--- src/rtl/trigger_quiescent_pkg.sv ---
// Shared types and constants for the quiescent actor trigger.
// States, trigger modes, the EXECUTED return code and width helpers.
package trigger_quiescent_pkg;

    typedef enum logic [2:0] {
        IDLE_STATE,
        LAUNCH,
        CHECK,
        SLEEP,
        SYNC_LAUNCH,
        SYNC_CHECK,
        SYNC_WAIT,
        SYNC_EXEC
    } state_t;

    typedef enum logic {
        ACTOR_TRIGGER,
        OUTPUT_TRIGGER
    } mode_t;

    // Actor return code meaning "did useful work this invocation".
    localparam int unsigned EXECUTED = 1;

    // Quiet-round counter holds values up to 14 (QUIET_ROUNDS <= 15).
    typedef logic [3:0] quiet_t;

    // Width able to hold timeout-1; never less than one bit.
    function automatic int unsigned tmr_width(input int unsigned timeout);
        if (timeout > 2) begin
            return $clog2(timeout);
        end
        return 1;
    endfunction

endpackage

--- src/rtl/trigger_sat_counter.sv ---
// Saturating up-counter with synchronous clear and async active-low reset.
// Clear wins over increment; the count sticks at all-ones.
module trigger_sat_counter #(
    parameter int unsigned W = 32
) (
    input  logic         ap_clk,
    input  logic         ap_rst_n,
    input  logic         clr,
    input  logic         inc,
    output logic [W-1:0] q
);

    logic [W-1:0] cnt_q;

    // Count register: clear, saturating increment
    always_ff @(posedge ap_clk or negedge ap_rst_n) begin
        if (!ap_rst_n) begin
            cnt_q <= '0;
        end else if (clr) begin
            cnt_q <= '0;
        end else if (inc && (cnt_q != '1)) begin
            cnt_q <= cnt_q + 1'b1;
        end
    end

    assign q = cnt_q;

endmodule

--- src/rtl/trigger_quiescent.sv ---
// Actor trigger: relaunches one HLS actor, sleeps when it stalls, joins the
// network-wide sync rounds and raises ap_done after QUIET_ROUNDS consecutive
// all-wait rounds. Optional firing statistics under macro TRIGGER_STATS_EN.
module trigger_quiescent
    import trigger_quiescent_pkg::*;
#(
    parameter mode_t       MODE          = ACTOR_TRIGGER,
    parameter int unsigned RET_W         = 32,
    parameter int unsigned QUIET_ROUNDS  = 2,
    parameter int unsigned SLEEP_TIMEOUT = 0,
    parameter int unsigned CNT_W         = 32
) (
    input  logic             ap_clk,
    input  logic             ap_rst_n,
    input  logic             ap_start,
    output logic             ap_done,
    output logic             ap_ready,
    output logic             ap_idle,
    input  logic             external_enqueue,
    input  logic             all_sync,
    input  logic             all_sync_wait,
    input  logic             all_sleep,
    output logic             sleep,
    output logic             sync_exec,
    output logic             sync_wait,
    input  logic [RET_W-1:0] actor_return,
    input  logic             actor_done,
    input  logic             actor_ready,
    input  logic             actor_idle,
    output logic             actor_start,
    output logic [CNT_W-1:0] fire_count,
    output logic [CNT_W-1:0] timeout_count
);

    localparam int unsigned TMR_W    = tmr_width(SLEEP_TIMEOUT);
    localparam int unsigned TMO_LAST = (SLEEP_TIMEOUT == 0) ? 0 : SLEEP_TIMEOUT - 1;
    localparam quiet_t      Q_LAST   = quiet_t'(QUIET_ROUNDS - 1);

    state_t             state_q, state_d;
    state_t             sl_state, ts_state;
    quiet_t             quiet_q;
    logic [TMR_W-1:0]   sleep_tmr;
    logic               exec;
    logic               timeout_hit;
    logic               done;
    logic               quiet_clr, quiet_inc;
    logic               cnt_clr, fire_inc, tmo_inc;
    logic               tmr_clr, tmr_inc;

    logic unused_inputs;
    assign unused_inputs = ^{actor_ready, actor_idle};

    assign exec        = (actor_return == RET_W'(EXECUTED));
    assign timeout_hit = (SLEEP_TIMEOUT != 0) && (sleep_tmr == TMR_W'(TMO_LAST));

    // Mode-dependent targets after a productive (SL) or stalled (TS) invocation
    always_comb begin
        sl_state = LAUNCH;
        ts_state = SLEEP;
        if (MODE == OUTPUT_TRIGGER) begin
            sl_state = SLEEP;
            ts_state = IDLE_STATE;
        end
    end

    // Next-state and strobe decode
    always_comb begin
        state_d   = state_q;
        done      = 1'b0;
        quiet_clr = 1'b0;
        quiet_inc = 1'b0;
        cnt_clr   = 1'b0;
        fire_inc  = 1'b0;
        tmo_inc   = 1'b0;
        case (state_q)
            IDLE_STATE: begin
                if (ap_start) begin
                    state_d   = sl_state;
                    quiet_clr = 1'b1;
                    cnt_clr   = 1'b1;
                end
            end
            LAUNCH, CHECK: begin
                if (actor_done) begin
                    fire_inc = exec;
                    if (exec || external_enqueue) begin
                        state_d = sl_state;
                    end else begin
                        state_d = ts_state;
                    end
                end else begin
                    state_d = CHECK;
                end
            end
            SLEEP: begin
                // Network-wide sleep beats a local timeout in the same cycle
                if (all_sleep) begin
                    if (MODE == ACTOR_TRIGGER) begin
                        state_d = SYNC_LAUNCH;
                    end else begin
                        state_d = LAUNCH;
                    end
                end else if (timeout_hit) begin
                    state_d = LAUNCH;
                    tmo_inc = 1'b1;
                end
            end
            SYNC_LAUNCH, SYNC_CHECK: begin
                if (actor_done) begin
                    fire_inc = exec;
                    if (exec) begin
                        state_d = SYNC_EXEC;
                    end else begin
                        state_d = SYNC_WAIT;
                    end
                end else begin
                    state_d = SYNC_CHECK;
                end
            end
            SYNC_EXEC: begin
                if (all_sync) begin
                    state_d   = LAUNCH;
                    quiet_clr = 1'b1;
                end
            end
            SYNC_WAIT: begin
                if (all_sync && !all_sync_wait) begin
                    state_d   = LAUNCH;
                    quiet_clr = 1'b1;
                end else if (all_sync && all_sync_wait) begin
                    if (quiet_q == Q_LAST) begin
                        state_d = IDLE_STATE;
                        done    = 1'b1;
                    end else begin
                        state_d   = SYNC_LAUNCH;
                        quiet_inc = 1'b1;
                    end
                end
            end
            default: state_d = IDLE_STATE;
        endcase
    end

    // State register
    always_ff @(posedge ap_clk or negedge ap_rst_n) begin
        if (!ap_rst_n) begin
            state_q <= IDLE_STATE;
        end else begin
            state_q <= state_d;
        end
    end

    // Consecutive all-wait round counter
    always_ff @(posedge ap_clk or negedge ap_rst_n) begin
        if (!ap_rst_n) begin
            quiet_q <= '0;
        end else if (quiet_clr) begin
            quiet_q <= '0;
        end else if (quiet_inc) begin
            quiet_q <= quiet_q + 1'b1;
        end
    end

    // Sleep timer restarts on each SLEEP entry and runs while SLEEP persists
    always_comb begin
        tmr_clr = (state_d == SLEEP) && (state_q != SLEEP);
        tmr_inc = (state_d == SLEEP) && (state_q == SLEEP);
    end

    trigger_sat_counter #(
        .W (TMR_W)
    ) u_sleep_tmr (
        .ap_clk   (ap_clk),
        .ap_rst_n (ap_rst_n),
        .clr      (tmr_clr),
        .inc      (tmr_inc),
        .q        (sleep_tmr)
    );

`ifdef TRIGGER_STATS_EN
    trigger_sat_counter #(
        .W (CNT_W)
    ) u_fire_cnt (
        .ap_clk   (ap_clk),
        .ap_rst_n (ap_rst_n),
        .clr      (cnt_clr),
        .inc      (fire_inc),
        .q        (fire_count)
    );

    trigger_sat_counter #(
        .W (CNT_W)
    ) u_timeout_cnt (
        .ap_clk   (ap_clk),
        .ap_rst_n (ap_rst_n),
        .clr      (cnt_clr),
        .inc      (tmo_inc),
        .q        (timeout_count)
    );
`else
    assign fire_count    = '0;
    assign timeout_count = '0;

    logic unused_stats;
    assign unused_stats = ^{cnt_clr, fire_inc, tmo_inc};
`endif

    // Moore status outputs decoded from state; ap_done is the Mealy exit pulse
    always_comb begin
        ap_idle     = (state_q == IDLE_STATE);
        sleep       = (state_q == SLEEP);
        sync_exec   = (state_q == SYNC_EXEC);
        sync_wait   = (state_q == SYNC_WAIT);
        actor_start = (state_q == LAUNCH) || (state_q == SYNC_LAUNCH);
        ap_done     = done;
        ap_ready    = done;
    end

endmodule

--- config.mk ---
export PLATFORM = sky130hd
export DESIGN_NAME = trigger_quiescent
export DESIGN_NICKNAME = d
export VERILOG_FILES = /design/src/rtl/trigger_quiescent_pkg.sv /design/src/rtl/trigger_sat_counter.sv /design/src/rtl/trigger_quiescent.sv
export SDC_FILE = /design/constraint.sdc
export NUM_CORES = 1
export LEC_CHECK = 0
export CAP_MARGIN = 20
export CORE_ASPECT_RATIO = 2
export CORE_MARGIN = 4
export CORE_UTILIZATION = 32
export DETAILED_ROUTE_END_ITERATION = 16
export GPL_TIMING_DRIVEN = 0
export PLACE_DENSITY = 0.95
export SLEW_MARGIN = 0
export SYNTH_ARGS = -nofsm -noshare
export SYNTH_HDL_FRONTEND = slang
export SYNTH_SLANG_ARGS = --single-unit
--- constraint.sdc ---
create_clock -name ap_clk -period 5.4 [get_ports ap_clk]
set_clock_uncertainty 0.2 [all_clocks]
set_input_delay 0.54 -clock ap_clk [delete_from_list [all_inputs] [get_ports ap_clk]]
set_output_delay 0.54 -clock ap_clk [all_outputs]
set_load 0.05 [all_outputs]
==> key figures <==
Run status
  – Status: finished, final reports clean

CTS
  – H-tree level count: 1
  – TritonCTS Buffers: 3
  – Post-CTS setup buffers: 0
  – CTS Buffer Depth: 2
  – Quantity of hold-fixing buffers added after cts: 0
  – Clock-pin slew on the worst setup and hold paths: 0.04 ns
  – Sink Count: 7
  – CTS tree: built
  – Root Driver: clkbuf_8
  – Post-CTS resize count: 0
  – Later-pin clock latency in the skew report: ~0.22 ns

Worst setup path
  – Worst EP required: between 4 and 5 ns
  – Crit path kind: in2out
  – Critical Path Sink Type: output port
  – Arr. time, crit path: 2.49 ns
  – Crit-path max FO: 5
  – CP Launch Type: primary input

Power
  – Leakage power: around 0.001 uW
  – Max VDD drop: 203 uV
  – P per Cell Area: ~300 mW/mm^2

Place
  – Routability-driven placement congestion ratio: ~0.90
  – Port bufs: 46
  – Post-DP HPWL: 2.70 mm

STA
  – RSZ-0062 raised after global routing: no
  – Max Slew Vio Count: 0
  – Worst Tran Pin Value: 0.513 ns
  – Fmax achieved: between 300 and 400 MHz
  – Final setup violation count: 0
  – Final TNS setup: 0 ns
  – Final hold violation count: 0
  – Rel. slew slack: 0.657
  – Tcrit/Tclk final: 0.598
  – Tmin final: between 3 and 4 ns

Drt
  – Drt first-iter violations: 1
  – Drt wl/cell: 10.0 um
  – Post-Route WL: between 2 and 3 mm
  – Remaining DRCs: 0
  – Drt first pass iters: 2
  – Detail Route Antenna Nets: 0
  – Vias: 1,139
  – Drt via density: 3.98

Layout
  – Sequential cell area: 175 um^2
  – # diodes: 0
  – Fin util: 0.564
  – Layout cells sized above 1: 0.299
  – P&R area growth vs syn: 69.5%
  – Commonest non-fill, non-tap cells in the layout: buf_4, conb_1, clkdlybuf4s50_1
  – Area taken by multi-input logic gates: about 670 um^2
  – Commonest non-fill, non-tap cell in the layout: buf_4
  – Layout Nets: about 300
  – Fill cell count: 296

Synthesis
  – Main synth FF type: dfrtp_1
  – Cells after Synth: 141
  – Dominant cells by area after synthesis: buf_4, dfrtp_1, nor4_1
  – Synth Register Bits: 7
  – YS warnings: 0
  – Mapped Avg Cell Area: 7.98 um^2
  – Dominant cell type by area after synthesis: buf_4
  – Post-Syn Area: 0.00112 mm^2
  – EDFF count, synth: 0
  – Async set-reset flop share out of synthesis: 1.00
  – Yosys cell types: 40
  – Sequential fraction of the synthesis area: 0.156
  – Post-synth top area share: 0.434

Worst hold path
  – Hold Crit Class: reg2reg

Global route
  – Grt ovf: 0
  – Gr usage total: 0.128
  – Number of global-route vias before repair: 1,170
  – Initial antenna violation count: 0
  – Largest net degree at the start of global routing: 11
  – First-pass GRT wire length: 4.69 mm

Run
  – Max_cap viols: 0

Floorplan
  – Core Box Area: 0.00338 mm^2
  – Row Count: 30
  – Initial core utilization: 0.333
  – Width of the chip: 49.9 um
  – Die H: 91.8 um
  – IO Pins: 113
  – Die area: 0.00459 mm^2
## registers in the layout, indices dropped and copies added, names as in the netlist
register and flops:
quiet_q 4, state_q 3
## synthesized netlist by cell type (2+ instances only)
| library cell | count |
|---|---|
| buf_4 | 65 |
| nor4_1 | 8 |
| dfrtp_1 | 7 |
| nor2_1 | 7 |
| nand2_1 | 4 |
| and3_1 | 3 |
| nand4_1 | 3 |
| nor2b_1 | 3 |
| xor2_1 | 3 |
| a21oi_1 | 2 |
| a22o_1 | 2 |
| ha_1 | 2 |
| inv_1 | 2 |
| nand3_1 | 2 |
| o21ai_0 | 2 |
| or3b_1 | 2 |
## final cells by class
type / count / share of cell area
Multi-Input combinational cell: 127 / 0.352
Clock buffer: 4 / 0.0236
Timing Repair Buffer: 46 / 0.241
Tap cell: 32 / 0.0210
Inverter: 2 / 0.00394
Buffer: 68 / 0.266
Sequential cell: 7 / 0.0919
## cell families after synthesis
kind of cell | synth area share
fa+ha+maj | 0.0222
buf+inv | 0.458
mux | 0.0133
simple gates | 0.236
compound gates | 0.0801
other cells | 0.00333
xor+xnor | 0.0312
flops | 0.156
## worst paths after layout
kind	startpoint	endpoint	slack (ns)	cells past startpoint
min in group asynchronous	ap_rst_n	quiet_q[2]	0.38	1
hold / removal	quiet_q[3]	quiet_q[3]	0.35	2
hold reg to reg	quiet_q[3]	quiet_q[3]	0.35	2
setup reg to reg	quiet_q[1]	quiet_q[1]	3.58	6
setup / recovery	all_sync	ap_ready	2.17	6
max in group asynchronous	ap_rst_n	quiet_q[3]	4.39	1
## worst max-delay path, cell delays in order
cell and delay (ns):
clkdlybuf4s50_1 0.51, and4b_2 0.30, nand2_1 0.07, nor2_1 0.15
buf_4 0.12, clkdlybuf4s50_1 0.79
## metal layers
layer,track usage,part of all wire
met4,0.0554,0.016
met3,0.0325,0.14
met5,0,0
met2,0.251,0.53
met1,0.118,0.31
## report_power, final
group	internal (uW)	switching, uW
clock network	50.9	20.8
logic	152	261
registers	68.3	17.7
total	271	300
## stage by stage
step	setup slack, ns	instance area, um^2	hold WS (ns)	instances	total power, uW
floorplan	2.67	1360	0.0444	204	403
global placement	2.20	1860	0.325	282	493
detailed placement	2.17	1860	0.358	282	500
CTS	2.16	1910	0.373	286	574
global route	2.09	1910	0.400	286	608
finish	2.17	1910	0.350	286	571
(Power assumes the default switching activity.)
